[src/rtl/fir_filter_mac.sv]
// Purpose: NUM_TAPS-tap direct-form FIR using one time-multiplexed multiplier, with run-time coefficients.
// Latency: sample accepted at edge E0 -> out_valid pulse in the cycle after edge E0+NUM_TAPS+1.
// Backpressure: in_ready is high only in IDLE; coefficient writes while busy are dropped and flagged.
module fir_filter_mac #(
    parameter int NUM_TAPS = 4,
    parameter int DATA_W   = 8,
    parameter int COEF_W   = 8,
    parameter int OUT_W    = 16,
    parameter int SHIFT    = 0
) (
    input  logic                        clk,
    input  logic                        rst,
    input  logic                        in_valid,
    output logic                        in_ready,
    input  logic [DATA_W-1:0]           x_in,
    input  logic                        coef_we,
    input  logic [$clog2(NUM_TAPS)-1:0] coef_addr,
    input  logic [COEF_W-1:0]           coef_wdata,
    output logic                        coef_drop,
    output logic [OUT_W-1:0]            y_out,
    output logic                        out_valid,
    output logic                        sat
);

    localparam int CW = $clog2(NUM_TAPS);
    localparam int PW = DATA_W + COEF_W;
    localparam int AW = PW + CW;
    // Extended width: room for the rounding add plus headroom over OUT_W for the clamp compare.
    localparam int EW = ((AW + 1 > OUT_W) ? AW + 1 : OUT_W) + 1;
    localparam int RS = (SHIFT > 0) ? SHIFT - 1 : 0;
    localparam logic signed [EW-1:0] RND  = (SHIFT > 0) ? (EW'(1) << RS) : '0;
    localparam logic signed [EW-1:0] MAXV = {{(EW-OUT_W+1){1'b0}}, {(OUT_W-1){1'b1}}};
    localparam logic signed [EW-1:0] MINV = {{(EW-OUT_W+1){1'b1}}, {(OUT_W-1){1'b0}}};

    typedef enum logic [1:0] {IDLE, MAC, OUT} state_t;

    state_t                   state;
    state_t                   state_nxt;
    logic [CW-1:0]            cnt;
    logic signed [DATA_W-1:0] xd [NUM_TAPS];
    logic signed [COEF_W-1:0] h  [NUM_TAPS];
    logic signed [AW-1:0]     acc;
    logic signed [PW-1:0]     prod;
    logic signed [EW-1:0]     acc_ext;
    logic signed [EW-1:0]     rnd_sum;
    logic signed [EW-1:0]     r;
    logic [OUT_W-1:0]         y_nxt;
    logic                     sat_nxt;
    logic                     last_tap;
    logic                     addr_ok;

    assign last_tap = (cnt == CW'(NUM_TAPS - 1));
    assign addr_ok  = (int'(coef_addr) < NUM_TAPS);

    // State register.
    always_ff @(posedge clk) begin
        if (rst) state <= IDLE;
        else     state <= state_nxt;
    end

    // Next-state and handshake decode.
    always_comb begin
        state_nxt = state;
        in_ready  = 1'b0;
        case (state)
            IDLE: begin
                in_ready = 1'b1;
                if (in_valid) state_nxt = MAC;
            end
            MAC:     if (last_tap) state_nxt = OUT;
            OUT:     state_nxt = IDLE;
            default: state_nxt = IDLE;
        endcase
    end

    // Single shared multiplier: tap cnt of the delay line against its coefficient.
    always_comb begin
        prod = h[cnt] * xd[cnt];
    end

    // Round half up, arithmetic shift, then clamp to the signed OUT_W range.
    always_comb begin
        acc_ext = {{(EW-AW){acc[AW-1]}}, acc};
        rnd_sum = acc_ext + RND;
        r       = rnd_sum >>> SHIFT;
        sat_nxt = 1'b0;
        y_nxt   = r[OUT_W-1:0];
        if (r > MAXV) begin
            y_nxt   = MAXV[OUT_W-1:0];
            sat_nxt = 1'b1;
        end else if (r < MINV) begin
            y_nxt   = MINV[OUT_W-1:0];
            sat_nxt = 1'b1;
        end
    end

    // Datapath: delay line, coefficient store, accumulator and output registers.
    always_ff @(posedge clk) begin
        if (rst) begin
            for (int k = 0; k < NUM_TAPS; k++) begin
                xd[k] <= '0;
                h[k]  <= COEF_W'(k + 1);
            end
            acc       <= '0;
            cnt       <= '0;
            y_out     <= '0;
            out_valid <= 1'b0;
            sat       <= 1'b0;
            coef_drop <= 1'b0;
        end else begin
            out_valid <= 1'b0;
            sat       <= 1'b0;
            // A write outside IDLE is discarded; out-of-range addresses are silently ignored.
            coef_drop <= coef_we && addr_ok && (state != IDLE);
            case (state)
                IDLE: begin
                    if (in_valid) begin
                        for (int k = NUM_TAPS - 1; k > 0; k--) xd[k] <= xd[k-1];
                        xd[0] <= x_in;
                        acc   <= '0;
                        cnt   <= '0;
                    end
                    // Same-edge write lands before the first MAC, so the new sample sees it.
                    if (coef_we && addr_ok) h[coef_addr] <= coef_wdata;
                end
                MAC: begin
                    acc <= acc + {{(AW-PW){prod[PW-1]}}, prod};
                    cnt <= cnt + 1'b1;
                end
                OUT: begin
                    y_out     <= y_nxt;
                    sat       <= sat_nxt;
                    out_valid <= 1'b1;
                end
                default: ;
            endcase
        end
    end

endmodule

[config.mk]
export PLATFORM = sky130hd
export DESIGN_NAME = fir_filter_mac
export DESIGN_NICKNAME = d
export VERILOG_FILES = /design/src/rtl/fir_filter_mac.sv
export SDC_FILE = /design/constraint.sdc
export NUM_CORES = 1
export LEC_CHECK = 0
export BUFFER_PORTS_ARGS = -buffer_cell sky130_fd_sc_hd__buf_4
export CAP_MARGIN = 20
export CORE_AREA = 8 8 169 171
export CTS_CLUSTER_DIAMETER = 80
export DETAILED_ROUTE_END_ITERATION = 16
export DIE_AREA = 0 0 177 179
export SYNTH_ARGS = -nofsm -noshare
export SYNTH_HDL_FRONTEND = slang
export SYNTH_SLANG_ARGS = --single-unit
[constraint.sdc]
create_clock -name clk -period 17.4 [get_ports clk]
set_input_delay 0 -clock clk [delete_from_list [all_inputs] [get_ports clk]]
set_output_delay 0 -clock clk [all_outputs]
set_load 0.01 [all_outputs]
==> summary.md, run 1 <==
| Metric | Value |
|---|---|
| Clock skew | 12.9 ps |
| Clk buf depth | 2 |
| Post-CTS sizing | 0 |
| Clk pwr share | between 15 and 20% |
| Final net count | a little over 900 |
| Syn avg cell area | 10.5 um^2 |
| Count of final hold-check violations | 0 |
| Rows | 59 |
| Setup-failing EPs final | 0 |
| Initial Util | 29.6% |
| Status | complete, no violations |
| Fmax | 147 MHz |
| Max stage delay cell, worst path | fa_1 |
| DRT Wirelength | 15,100 um |
| DR vias | between 5k and 6k |
| Peak supply drop | 0.0788 mV |
| Crit Path Max Fanout | 17 |
| Number of antenna diodes | 0 |
| Worst Tran Pin Value | roughly 800 ps |
| Crit path arrival time | 7040 ps |
| CP top delay family | adder cells |
| Die X-Extent | 177 um |
| Post-synth EDFFs | 64 |
| Count leader, synth | and2_1 |
| Fin Hold WS | ~31 ps |
| Total number of yosys warnings | 0 |
| Worst setup path class | flop to flop |
| Core area | 0.0258 mm^2 |
| Tot GR Track Use | 10.0% |
| Worst path bufs/invs | 6 |
| R2R Setup Slk | ~11,000 ps |
| Clock root cell | clkbuf_16 |
| Initial antenna violation count | 0 |
| Stages on worst setup path | 27 |
| Tcrit/Tclk final | 39.0% |
| Sequential area share after synthesis | a little over a third |
| Clk_lat worst skew | 360 ps |
| Pre-CTS WS | between 10,000 and 15,000 ps |
| Comb pwr share | 57.1% |
| Drt pass-1 iters | 4 |
| CTS H-Tree Depth | 3 |
| Mapped Cells | 730 |
| Cell variety after synth | 62 |
| Maxcap violations | 0 |
| Synth-to-Final Area Change | 15.6% |
| Vias/cell | ~4.5 |
| Wire per inst | 13.4 um |
| Die Span Y | 179 um |
| Drt drc | 0 |
| Port bufs | 41 |
| Number of global-route vias before repair | 5,243 |
| Share of layout cells above drive strength 1 | 11.8% |
| Async set-or-reset flop fraction in the synthesized netlist | 0% |
| Final core utilization | 34.3% |
| Detailed router's first-iteration violation count | 243 |
| CP endpoint kind | flop |
| Synth top area cells | edfxtp_1, fa_1, dfxtp_1 |
| P_sw | a little over 0.5 mW |
| Flops & latches, synth | 107 |
| Largest net degree at the start of global routing | 40 |
| DIE AREA | 0.0317 mm^2 |
| Pint | 0.707 mW |
| CP required | between 15,000 and 20,000 ps |
| Mapped cell area | 0.00764 mm^2 |
| Primary FF master, synth | edfxtp_1 |
| Leakage | 3.78 nW |
| Detailed Place HPWL | approximately 12,000 um |
| # fillers | approximately 2.6k |
| Setup crit start kind | flop |
| Switching Share | a little over two fifths |
| Pwr per Cell Area | ~140 mW/mm^2 |
| Setup TNS | 0 ps |
| RSZ-0062 raised after global routing | no |
| Final Max Slew Viols | 0 |
| Reg2reg end | acc[17]$_SDFFE_PP0P_ |
| CTS buffer count | 9 |
| Final RePlAce weighted congestion | 0.832 |
| Crit path top cell by count | inv_1 |
| Setup ws final | 10,610 ps |
| Top cells by count, synth | and2_1, inv_1, edfxtp_1 |
| First-pass GRT wire length | 25,900 um |
| Worst-path clk slew | 80 ps |
| Post-CTS Setup Bufs | 0 |
| Post-Synthesis Net Count | 855 |
| Post-synth top area share | 25.2% |
| Final min period | approximately 6800 ps |
| Total gr overflow | 0 |
| Flop pwr share | 25.5% |
| Max stage delay on crit path | 550 ps |
| # IOs | 42 |
| Tightest Hold Check Type | input port to flop |
| Worst rel slew slack | 45.7% |
| Post-route ant nets | 0 |
| Critical path destination | acc[17]$_SDFFE_PP0P_ |
| Area leader, netlist | edfxtp_1 |
| Total clock sinks | 107 |
| Worst Reg2Reg Path Length in Cells | 27 |
| CTS tree | done |
==> worst min path at each step <==
stage,end,from,cells past startpoint
finish,state[0]$_SDFFE_PP0P_,in_valid,3
global route,state[0]$_SDFFE_PP0P_,in_valid,3
CTS,state[0]$_SDFFE_PP0P_,in_valid,3
detailed placement,coef_drop$_SDFF_PP0_,coef_we,3
global placement,coef_drop$_SDFF_PP0_,coef_we,3
floorplan,coef_drop$_SDFF_PP0_,coef_we,2
==> placed cells by master (no fill, tap or decap), types with 3 or more instances in the layout <==
cell / count
a21o_1: 8
a21oi_1: 36
a22oi_1: 7
and2_1: 103
buf_4: 45
clkbuf_16: 9
dfxtp_1: 43
dlygate4sd3_1: 19
edfxtp_1: 64
fa_1: 56
ha_1: 47
inv_1: 97
inv_8: 4
mux2i_1: 3
mux4_2: 15
nand2_1: 43
nand2b_1: 13
nand3_1: 4
nor2_1: 37
nor2b_1: 5
nor3_1: 8
o21a_1: 5
o21ai_0: 34
o21ai_2: 3
o21bai_1: 7
or2_2: 5
or3_1: 3
xnor2_1: 17
xor2_1: 8
==> through the flow <==
stage	power [mW]	cells	cell area, um^2
floorplan	0.882	730	7640
global placement	1.02	1090	8310
detailed placement	1.02	1090	8310
CTS	1.24	1125	8800
global route	1.35	1126	8830
finish	1.23	1126	8830
==> cell type report <==
class                      instances  area [um^2]  area share [%]
clock buffer                       9          225            2.55
sequential                       107         2780            31.5
tap                              335          419            4.75
multi-input combinational        506         4400            49.9
clock inverter                     7         78.8           0.893
inverter                          97          364            4.12
timing repair buffer              65          556            6.29
==> flip-flops by register name (all words and copies together), names as in the netlist, named ones only <==
| signal | cells |
|---|---|
| out_valid | 1 |
| sat | 1 |
| y_out | 16 |
| coef_drop | 1 |
| state | 2 |
| xd | 32 |
| h | 32 |
| cnt | 2 |
| acc | 18 |
==> timing repair <==
action,in CTS,in global routing
hold endpoints to repair,41,0
setup endpoints to repair,0,0
hold buffers,19,0
==> power by group through the flow <==
| stage | clock, mW | combinational (mW) | sequential (mW) |
|---|---|---|---|
| 6_report | 0.213 | 0.701 | 0.313 |
| 5_1_grt | 0.228 | 0.803 | 0.317 |
| 4_1_cts | 0.218 | 0.707 | 0.315 |
| 3_5_place_dp | 0 | 0.701 | 0.321 |
| 3_3_place_gp | 0 | 0.697 | 0.321 |
| 2_1_floorplan | 0 | 0.571 | 0.311 |
==> cell families after synthesis <==
group / count (synthesis) / synth area share [%]
and+or+nand+nor: 233 / 16.6
AOI/OAI and AO/OA: 125 / 10.6
buffers and inverters: 117 / 5.92
DFF: 107 / 36.4
adders and majority gates: 103 / 22.4
xor gates and xnor gates: 26 / 3.16
muxes: 19 / 4.96
==> tightest hold or removal path, cell delays in order <==
cell and delay, ps:
buf_4 110, nand2_1 130, o22ai_1 90
==> routing by layer <==
| layer | wire length (um) | track usage, % | up-vias |
|---|---|---|---|
| met5 | 0 | 0 | - |
| met4 | 186 | 2.87 | 0 |
| met3 | 344 | 1.68 | 11 |
| met2 | 7480 | 16.7 | 52 |
| met1 | 7080 | 13.1 | 2482 |
| li1 | - | - | 2571 |
Note: power is estimated with default switching activity, not from simulation.
==> run 2: changes to the inputs <==
- clock period: 17.4 -> 6.3 ns (I/O delays scaled with it)
==> summary.md, run 2 (synthesis results as in run 1) <==
| Metric | Value |
|---|---|
| P_sw | 1.57 mW (+200%) |
| # fillers | 2,534 (-1.1%) |
| DRT Wirelength | 15,800 um (+4.9%) |
| Count of final hold-check violations | 0 (unchanged) |
| Largest net degree at the start of global routing | 40 (unchanged) |
| Fmax | 162 MHz (+9.7%) |
| Pwr per Cell Area | 411 mW/mm^2 (+200%) |
| Clock root cell | clkbuf_16 |
| DIE AREA | 0.0317 mm^2 (unchanged) |
| Die X-Extent | 177 um (unchanged) |
| CTS H-Tree Depth | 3 (unchanged) |
| Worst-path clk slew | 80 ps (about the same) |
| Worst Tran Pin Value | 903 ps (+94.8 ps) |
| Leakage | 4.05 nW (+7.3%) |
| DP Cell Count | 1,136 (+4.2%) |
| Vias/cell | 4.49 (-1.1%) |
| Crit path arrival time | 6440 ps (-600 ps) |
| # IOs | 42 (unchanged) |
| Die Span Y | 179 um (unchanged) |
| Setup-failing EPs final | 0 (unchanged) |
| Commonest non-fill, non-tap cells in the layout | and2_1, inv_1, buf_4 |
| Maxcap violations | 0 (unchanged) |
| RSZ-0062 raised after global routing | yes |
| Clk pwr share | 14.8% (-2.5 points) |
| Clock skew | 13.0 ps (+0.0725 ps) |
| CP required | 6550 ps (-11,100 ps) |
| Tightest Hold Check Type | input port to flop |
| First-pass GRT wire length | 26,500 um (+2.5%) |
| Flop pwr share | 22.5% (-3.0 points) |
| Most common cell after layout, fill and taps aside | and2_1 |
| Peak supply drop | 0.207 mV (+160%) |
| Clk_lat worst skew | 360 ps (about the same) |
| Detailed Place HPWL | 12,500 um (+5.8%) |
| Setup TNS | 0 ps (unchanged) |
| Crit Path Max Fanout | 7 (-10) |
| Core area | 0.0258 mm^2 (unchanged) |
| Pint | 2.29 mW (+220%) |
| Synth-to-Final Area Change | 23.0% |
| Biggest regs | h (32), xd (32), acc (18) |
| Worst rel slew slack | 39.8% (-5.9 points) |
| Total clock sinks | 107 (unchanged) |
| Share of layout cells above drive strength 1 | 20.3% (+8.6 points) |
| Clk buf depth | 2 (unchanged) |
| Total gr overflow | 0 (unchanged) |
| DR vias | 5,285 (+3.3%) |
| Port bufs | 41 (unchanged) |
| Post-route ant nets | 0 (unchanged) |
| CTS buffer count | 9 (unchanged) |
| Final Cell Area | 0.00939 mm^2 (+6.4%) |
| Initial antenna violation count | 0 (unchanged) |
| Final net count | 961 (+5.5%) |
| R2R Setup Slk | 110 ps (-10,500 ps) |
| Drt drc | 0 (unchanged) |
| CTS tree | done |
| Status | complete, no violations |
| Detailed router's first-iteration violation count | 227 (-6.6%) |
| Reg2reg end | acc[17]$_SDFFE_PP0P_ |
| Final non-filler cell total | 1,176 (+4.4%) |
| Setup crit start kind | flop |
| Drt pass-1 iters | 4 (unchanged) |
| Initial Util | 29.6% (unchanged) |
| Final Max Slew Viols | 0 (unchanged) |
| Rows | 59 (unchanged) |
| Tot GR Track Use | 10.2% (+0.23 points) |
| Tcrit/Tclk final | 98.2% (+59 points) |
| Comb pwr share | 62.7% (+5.6 points) |
| Worst setup path class | flop to flop |
| Worst Reg2Reg Path Length in Cells | 24 (-11%) |
| Number of antenna diodes | 0 (unchanged) |
| CP endpoint kind | flop |
| Placed standard-cell area | 0.00868 mm^2 (+4.5%) |
| Final min period | 6190 ps (-601 ps) |
| Switching Share | 40.6% (-1.7 points) |
| Critical path destination | acc[17]$_SDFFE_PP0P_ |
| Wire per inst | 13.5 um (+0.46%) |
| Number of global-route vias before repair | 5,474 (+4.4%) |
| Final RePlAce weighted congestion | 0.823 (-1.2%) |
==> run 2: area by class of cell <==
class | count | area [um^2] | share of cell area [%]
Multi-Input combinational cell | 506 | 4550 | 48.5
Sequential cell | 107 | 2790 | 29.7
Timing Repair Buffer | 115 | 965 | 10.3
Tap cell | 335 | 419 | 4.46
Inverter | 97 | 364 | 3.88
Clock buffer | 10 | 239 | 2.54
Clock inverter | 6 | 65.1 | 0.693
==> run 2: per-stage QoR <==
step                util (%)  total power [mW]  worst slack (ps)  hold WS, ps
floorplan                  -              2.44              18.1          162
global placement        33.7              3.09             -10.6          278
global route            36.5              4.21              -198         48.1
detailed placement      33.7              3.12             -76.7          283
finish                  36.5              3.86               111         37.1
CTS                     35.7              3.76              2.60         33.8
==> run 2: metal layers <==
metal,GRT usage (%),share of wire [%]
met5,0,0
met1,11.9,45
met2,18.3,51
met3,2.06,2.7
met4,3.71,1.7
==> run 2: critical path, cell delays in order, from the launching register on <==
cell and delay, ps:
dfxtp_4 400, buf_6 110, buf_6 110, mux4_2 530, buf_6 160, and2_1 140
fa_1 480, fa_1 520, fa_1 540, inv_1 50, fa_1 530, inv_1 40
ha_1 280, o21ai_0 80, nor2_1 160, nand4_2 130, a311o_1 380, xnor2_2 170
ha_1 320, a21oi_1 210, and2_1 180, a41oi_2 40, xnor3_1 250, o21bai_1 70
a22o_1 190
==> run 2: how the worst min path moves through the flow <==
stage	startpoint	endpoint	slack, ps	cells after the start
final	in_valid	state[0]$_SDFFE_PP0P_	40	3
after global routing	in_valid	state[0]$_SDFFE_PP0P_	50	3
after CTS	in_valid	state[0]$_SDFFE_PP0P_	30	3
after detailed placement	coef_we	coef_drop$_SDFF_PP0_	280	3
after global placement	coef_we	coef_drop$_SDFF_PP0_	280	3
after floorplan	coef_we	coef_drop$_SDFF_PP0_	160	2
==> run 2: timing repair <==
item                       in CTS  in global routing
gates cloned                    0                  1
hold endpoints to repair       41                  0
pin swaps                       2                 16
buffers inserted                1                  3
resized for setup               6                 33
hold buffers                   19                  0
setup endpoints to repair       3                  5
==> run 2: power by group through the flow <==
stage               clock [mW]  sequential [mW]  combinational (mW)
floorplan                    0            0.858                1.58
global placement             0            0.884                2.21
detailed placement           0            0.884                2.24
CTS                      0.588            0.869                2.30
global route             0.614            0.877                2.72
finish                   0.572            0.868                2.42
